### src/rtl/alu4.sv
// alu4: 4-bit registered ALU for the execute stage.
// Logic, shift, multiply, add/sub with flags, and compares; one-cycle latency.
module alu4 (
    input  logic       clk,
    input  logic       rst,
    input  logic [3:0] A,
    input  logic [3:0] B,
    input  logic [3:0] aluop,
    output logic [3:0] y0,
    output logic [3:0] y1,
    output logic [1:0] ov
);

    localparam logic [3:0] OP_AND   = 4'b0000;
    localparam logic [3:0] OP_OR    = 4'b0001;
    localparam logic [3:0] OP_XOR   = 4'b0010;
    localparam logic [3:0] OP_NAND  = 4'b0011;
    localparam logic [3:0] OP_NOR   = 4'b0100;
    localparam logic [3:0] OP_XNOR  = 4'b0101;
    localparam logic [3:0] OP_SLL   = 4'b0110;
    localparam logic [3:0] OP_SRL   = 4'b0111;
    localparam logic [3:0] OP_SRA   = 4'b1000;
    localparam logic [3:0] OP_MULTU = 4'b1001;
    localparam logic [3:0] OP_MULT  = 4'b1010;
    localparam logic [3:0] OP_ADD   = 4'b1011;
    localparam logic [3:0] OP_SUB   = 4'b1100;
    localparam logic [3:0] OP_SLT   = 4'b1101;
    localparam logic [3:0] OP_SLTU  = 4'b1110;

    logic [3:0] y0_d, y0_q;
    logic [3:0] y1_d, y1_q;
    logic [1:0] ov_d, ov_q;

    logic       sh_big;
    logic [1:0] sh_amt;
    logic [7:0] prod_u;
    logic [7:0] prod_s;
    logic [4:0] sum_add;
    logic [4:0] sum_sub;

    // Shared arithmetic terms; shift amounts of 4 or more saturate the shift.
    always_comb begin
        sh_big  = |B[3:2];
        sh_amt  = B[1:0];
        prod_u  = {4'b0000, A} * {4'b0000, B};
        prod_s  = 8'($signed({{4{A[3]}}, A}) * $signed({{4{B[3]}}, B}));
        sum_add = {1'b0, A} + {1'b0, B};
        sum_sub = {1'b0, A} + {1'b0, ~B} + 5'd1;
    end

    // Opcode decode; everything not set by an op stays zero.
    always_comb begin
        y0_d = 4'b0000;
        y1_d = 4'b0000;
        ov_d = 2'b00;
        case (aluop)
            OP_AND:   y0_d = A & B;
            OP_OR:    y0_d = A | B;
            OP_XOR:   y0_d = A ^ B;
            OP_NAND:  y0_d = ~(A & B);
            OP_NOR:   y0_d = ~(A | B);
            OP_XNOR:  y0_d = ~(A ^ B);
            OP_SLL:   y0_d = sh_big ? 4'b0000 : (A << sh_amt);
            OP_SRL:   y0_d = sh_big ? 4'b0000 : (A >> sh_amt);
            OP_SRA:   y0_d = sh_big ? {4{A[3]}}
                                    : 4'($signed(A) >>> sh_amt);
            OP_MULTU: {y1_d, y0_d} = prod_u;
            OP_MULT:  {y1_d, y0_d} = prod_s;
            OP_ADD: begin
                y0_d    = sum_add[3:0];
                ov_d[0] = sum_add[4];
                ov_d[1] = (A[3] == B[3]) && (sum_add[3] != A[3]);
            end
            OP_SUB: begin
                y0_d    = sum_sub[3:0];
                ov_d[0] = sum_sub[4];
                ov_d[1] = (A[3] != B[3]) && (sum_sub[3] != A[3]);
            end
            OP_SLT:   y0_d = {3'b000, $signed(A) < $signed(B)};
            OP_SLTU:  y0_d = {3'b000, A < B};
            default: begin
                y0_d = 4'b0000;
                y1_d = 4'b0000;
                ov_d = 2'b00;
            end
        endcase
    end

    // Result registers, cleared asynchronously.
    always_ff @(posedge clk or posedge rst) begin
        if (rst) begin
            y0_q <= 4'b0000;
            y1_q <= 4'b0000;
            ov_q <= 2'b00;
        end else begin
            y0_q <= y0_d;
            y1_q <= y1_d;
            ov_q <= ov_d;
        end
    end

    assign y0 = y0_q;
    assign y1 = y1_q;
    assign ov = ov_q;

endmodule

### config.mk
export PLATFORM = sky130hd
export DESIGN_NAME = alu4
export DESIGN_NICKNAME = d
export VERILOG_FILES = /design/src/rtl/alu4.sv
export SDC_FILE = /design/constraint.sdc
export NUM_CORES = 1
export LEC_CHECK = 0
export CORE_MARGIN = 1.5
export CORE_UTILIZATION = 41
export DETAILED_ROUTE_END_ITERATION = 6
export GPL_TIMING_DRIVEN = 0
export MAX_ROUTING_LAYER = met4
export SLEW_MARGIN = 25
export SYNTH_ARGS = -nofsm -noshare
export SYNTH_HDL_FRONTEND = slang
export SYNTH_SLANG_ARGS = --single-unit
### constraint.sdc
create_clock -name clk -period 0.8 [get_ports clk]
set_input_delay 0.08 -clock clk [delete_from_list [all_inputs] [get_ports clk]]
set_output_delay 0.08 -clock clk [all_outputs]
set_load 0.01 [all_outputs]
==> run_results.csv, run 1 <==
group,metric,value,unit
floorplan,start_util,43.1,%
outcome,violations,"setup timing",
job,cap_violations,0,
clock_tree,htreeDepth,1,
yosys,synthTopCellsByCount,"ha_1 (34), nor2_1 (26), inv_1 (25)",
yosys,synthArstFlopShare,100,%
routing,avgViaCountPerCell,5.55,
clock_tree,path_clk_slew,50,ps
floorplan,dieArea,5930,um2
worst_setup_path,worstPathArrival,3180,ps
floorplan,die_w,77.0,um
global_routing,grt_pass1_wl,10500,um
placed_design,port_buffers,22,
yosys,yosysWarnings,0,
routing,first_pass_iters,4,
yosys,synth_compound_area_share,18.8,%
clock_tree,cts_tree,"yes",
sta,finalCriticalPeriod,3080,ps
pwr,power_per_cell_area,1090,nW/um2
outcome,status,"complete, but fails checks",
yosys,synth-edff-count,0,
floorplan,core_area,5200,um2
worst_setup_path,worstSetupPathType,"input port to register",
worst_hold_path,hold_path.class,"input port to asynchronous set/reset pin",
sta,worst_pin_slew,479,ps
yosys,syn-cell-area,2250,um2
floorplan,std_cell_rows,26,
sta,hold_viol,0,
pwr,leakagePower,1.39,nW
placed_design,place_hpwl,4800,um
sta,fin_ws,-2280,ps
global_routing,overflow,0,
routing,vias,2110,
worst_setup_path,worstSetupStartpointType,"input port",
floorplan,io-pin-count,24,
global_routing,grt_max_degree,11,
sta,setup_viol,10,
clock_tree,root_buffer,"clkbuf_8",
yosys,syn_inst,265,
routing,wire_per_inst,16.5,um
clock_tree,cts_buffer_depth,2,
sta,hold_slack,124,ps
pwr,ir_drop,633,uV
layout,drive_above_1_share,37.1,%
routing,ant_nets,0,
global_routing,antenna_found_initial,0,
yosys,synth_top_area_share,18.9,%
clock_tree,clock-sinks,10,
layout,layout.cells.non_filler,380,
global_routing,grt_pass1_vias,2061,
floorplan,die_y,77.0,um
layout,nNetsFinal,374,
worst_setup_path,cp.required,900,ps
layout,final_core_util,59.4,%
yosys,synth_area_leaders,"ha_1 (19%), fa_1 (13%), dfrtp_1 (11%)",
placed_design,gp_congestion,0.861,
yosys,synth_top_area_cell,"ha_1",
yosys,synthAdderAreaFrac,32.3,%
layout,area_delta_synth_final,37.7,%
layout,num-fill-cells,475,
yosys,synthSimpleGateAreaFrac,18.3,%
sta,drv_slew,0,
clock_tree,numCtsBuffers,3,
yosys,yosys.area_share.xor_xnor,3.90,%
routing,routed_wl,6260,um
yosys,yosysMostFrequentCell,"ha_1",
yosys,synth_cell_types,51,
yosys,synth_seq_cells,10,
yosys,synth_ff_type,"dfrtp_1",
sta,rsz0062_at_grt,"true",
yosys,ys_seq_area_share,11.1,%
yosys,muxShareOfSynthArea,8.52,%
yosys,avgSynthCellArea,8.48,um2
sta,finalSetupTns,-13500,ps
worst_setup_path,crit_path_max_fanout,2,
placed_design,place_inst,357,
global_routing,track_usage,22.7,%
sta,max_freq,0.325,GHz
sta,fin_crit_sh,384,%
yosys,synth_top_family_by_area,"adder cells",
routing,drt_drc_violations_left,0,
layout,antennaDiodeCount,0,
worst_setup_path,endpoint_kind,"register",
sta,slew-limit-headroom,68.1,%
yosys,syn-num-nets,328,
routing,drt_iter0_drc,186,
## area by class of cell
class | instances | area, um2 | area share, %
inverter | 25 | 128 | 4.13
timing repair buffer | 41 | 345 | 11.2
multi-input combinational | 217 | 2110 | 68.3
buffer | 13 | 114 | 3.68
clock buffer | 4 | 55.1 | 1.78
sequential | 10 | 250 | 8.09
tap | 70 | 87.6 | 2.83
## repair_timing
action	CTS	global route
resized for setup	134	14
endpoints found under the setup margin	20	20
setup buffers	15	4
hold buffers	0	0
pin swaps	13	7
## routing by layer
| layer | global-route usage [%] | vias to the layer above | wire [um] |
|---|---|---|---|
| li1 | - | 1034 | - |
| met1 | 31.8 | 1010 | 2890 |
| met2 | 36.7 | 62 | 3000 |
| met3 | 1.07 | 4 | 323 |
| met4 | 4.18 | 0 | 44 |
| met5 | - | - | 0 |
## layout by cell type (no fill, tap or decap), types with 5 or more instances in the layout
cell type and instances:
nor2b_1 7, inv_1 14, a21oi_1 15, xnor2_1 8, a21o_1 6, dfrtp_1 10, nor3_1 5, clkbuf_8 7
a21oi_2 6, fa_1 12, o21ai_0 8, mux2i_1 5, ha_4 10, nor2_1 21, buf_2 14, buf_4 17
nand2_1 13, buf_6 10, ha_1 23
## worst max-delay path, stage by stage
cell and delay [ps]:
buf_8 100, buf_6 110, nand2_4 50, inv_2 30, fa_1 470, inv_1 50
fa_1 450, fa_1 510, inv_2 40, ha_4 150, fa_2 350, a21o_1 190
a21oi_2 130, xnor2_1 90, xnor2_1 260, o211ai_1 120
## final timing paths
check	start	endpoint	slack [ps]	cells past startpoint
worst min-delay path	rst	ov[1]	120	2
min in group clk	A[3]	ov[0]	340	4
max in group asynchronous	rst	ov[0]	410	2
worst max-delay path	B[1]	y1[3]	-2280	16
## kinds of logic after synthesis
group                      Yosys count
buffers and inverters               38
muxes                               14
and+or+nand+nor                     80
xor gates and xnor gates            10
adders and majority gates           49
AOI/OAI and AO/OA                   64
DFF                                 10
## per-stage QoR
stage	total power, mW	setup WS, ps	instance area, um2
3_5_place_dp	2.47	-3560	2710
2_1_floorplan	1.88	-2280	2400
5_1_grt	3.66	-2400	3090
4_1_cts	3.30	-2300	3010
6_report	3.38	-2280	3090
3_3_place_gp	2.46	-3570	2710
## report_power, final
part | total (mW) | internal (mW) | switching [mW]
combinational | 2.21 | 1.06 | 1.15
clock | 0.609 | 0.431 | 0.178
sequential | 0.563 | 0.555 | 0.00810
total | 3.38 | 2.05 | 1.33
## flip-flops by register name (all words and copies together), names as in the netlist
signal and cells:
y0 4, y1 4, ov 2
No activity file was read; power rests on OpenSTA's default activity.
==> inputs of run 2 (changes only) <==
Clock period 0.8 ns to 2.78 ns, I/O delays scaled along.
==> run 2 against run 1 <==
Net effect:
- the flow still finishes with violations (setup timing)
- via count fell by 0.76%
- wire length decreased by 4.3%
- sequential share of layout area is 0.68 points higher
- power decreased by 72%
- sequential cell count unchanged
- critical path type unchanged
- largest power group unchanged
==> run_results.csv, run 2 (synthesis gave the netlist of run 1 again) <==
group,metric,value,unit
layout,antennaDiodeCount,0,
global_routing,track_usage,22.1,%
routing,wire_per_inst,15.9,um
layout,area_delta_synth_final,27.0,%
floorplan,dieArea,5930,um2
floorplan,io-pin-count,24,
worst_hold_path,hold_path.class,"input port to asynchronous set/reset pin",
placed_design,place_inst,357,
routing,drt_drc_violations_left,0,
sta,fin_crit_sh,120,%
floorplan,std_cell_rows,26,
layout,final_cell_mix,"ha_1 (32), nor2_1 (24), inv_1 (20)",
floorplan,start_util,43.1,%
worst_setup_path,worst-path-buf-inv,5,
placed_design,gp_congestion,0.869,
job,cap_violations,0,
layout,drive_above_1_share,20.5,%
worst_setup_path,cp.required,2880,ps
worst_setup_path,crit_path_max_fanout,3,
sta,worst_pin_slew,484,ps
pwr,total_power,0.932,mW
clock_tree,numCtsBuffers,3,
floorplan,die_y,77.0,um
layout,regArea,250,um2
outcome,violations,"setup timing",
outcome,status,"complete, but fails checks",
worst_setup_path,critPathMaxStageDelay,510,ps
worst_setup_path,slowest_stage,"fa_1",
worst_setup_path,worstPathArrival,3430,ps
placed_design,place_hpwl,4710,um
sta,hold_slack,310,ps
global_routing,antenna_found_initial,0,
sta,rsz0062_at_grt,"true",
clock_tree,clock-sinks,10,
worst_setup_path,cp_cell_sequence,"buf_8 > buf_6 > nand2_4 > inv_2 > fa_1 > inv_1 > fa_1 > fa_1 > inv_2 > ha_4 > fa_2 > a21o_1 > a21oi_2 > xnor2_1 > xnor2_1 > o211ai_1",
global_routing,grt_pass1_wl,10300,um
clock_tree,root_buffer,"clkbuf_8",
layout,final_common_cell,"ha_1",
sta,fin_ws,-553,ps
worst_setup_path,endpoint_kind,"register",
sta,slew-limit-headroom,67.7,%
global_routing,grt_max_degree,11,
clock_tree,cts_tree,"yes",
clock_tree,cts_buffer_depth,2,
worst_setup_path,worstSetupStartpointType,"input port",
clock_tree,path_clk_slew,40,ps
sta,finalCriticalPeriod,3330,ps
worst_setup_path,crit_top_cell,"fa_1",
routing,ant_nets,0,
pwr,ir_drop,228,uV
layout,multiInputGateArea,1910,um2
floorplan,core_area,5200,um2
layout,final_core_util,54.8,%
routing,first_pass_iters,4,
global_routing,overflow,0,
layout,layout.cells.non_filler,377,
worst_setup_path,crit_family,"adder cells",
pwr,leakagePower,1.31,nW
layout,num-fill-cells,512,
sta,max_freq,0.300,GHz
pwr,power_per_cell_area,327,nW/um2
floorplan,die_w,77.0,um
clock_tree,htreeDepth,1,
worst_setup_path,worstSetupPathType,"input port to register",
routing,routed_wl,5990,um
sta,hold_viol,0,
global_routing,grt_pass1_vias,2045,
sta,drv_slew,0,
placed_design,port_buffers,22,
sta,setup_viol,5,
routing,drt_iter0_drc,290,
layout,nNetsFinal,371,
routing,avgViaCountPerCell,5.55,
routing,vias,2094,
[run 2: per-stage QoR]
stage	area [um2]	worst slack (ps)	TNS, ps
floorplan	2290	-496	-836
finish	2850	-553	-1390
CTS	2830	-599	-1500
global route	2850	-691	-1910
global placement	2600	-1680	-7150
detailed placement	2600	-1730	-7210
[run 2: timing repair]
item | 4_1_cts | 5_1_grt
hold buffers | 0 | 0
resized for setup | 59 | 4
setup endpoints to repair | 5 | 5
pin swaps | 7 | 7
setup buffers | 14 | 3
[run 2: power by group]
part           total [mW]  switching (mW)  leakage, nW  internal (mW)
Combinational       0.593           0.308         1.15          0.286
Clock               0.176          0.0516       0.0288          0.124
Sequential          0.163         0.00295        0.132          0.160
Total               0.932           0.362         1.31          0.570
[run 2: how the worst max path moves through the flow]
stage,from,end,slack [ps],cells after the start
3_5_place_dp,A[1],y1[3],-1730,15
3_3_place_gp,A[1],y1[3],-1680,15
6_report,B[1],y1[3],-550,16
4_1_cts,B[1],y1[3],-600,16
2_1_floorplan,B[3],y1[3],-500,14
5_1_grt,B[3],y1[3],-690,15
[run 2: per-layer routing]
layer | wire length, um | vias to the layer above | share of wire (%) | track usage (%)
met1 | 2810 | 972 | 47 | 29.8
met3 | 299 | 12 | 5.0 | 1.67
met4 | 114 | 0 | 1.9 | 6.55
met5 | 0 | - | 0 | -
li1 | - | 1028 | - | -
met2 | 2770 | 82 | 46 | 35.5
[run 2: cell type report]
cell class	count	area share, %
clock buffer	4	1.93
buffer	13	2.76
sequential	10	8.77
timing repair buffer	38	12.8
multi-input combinational	217	67.1
inverter	25	3.64
tap	70	3.07
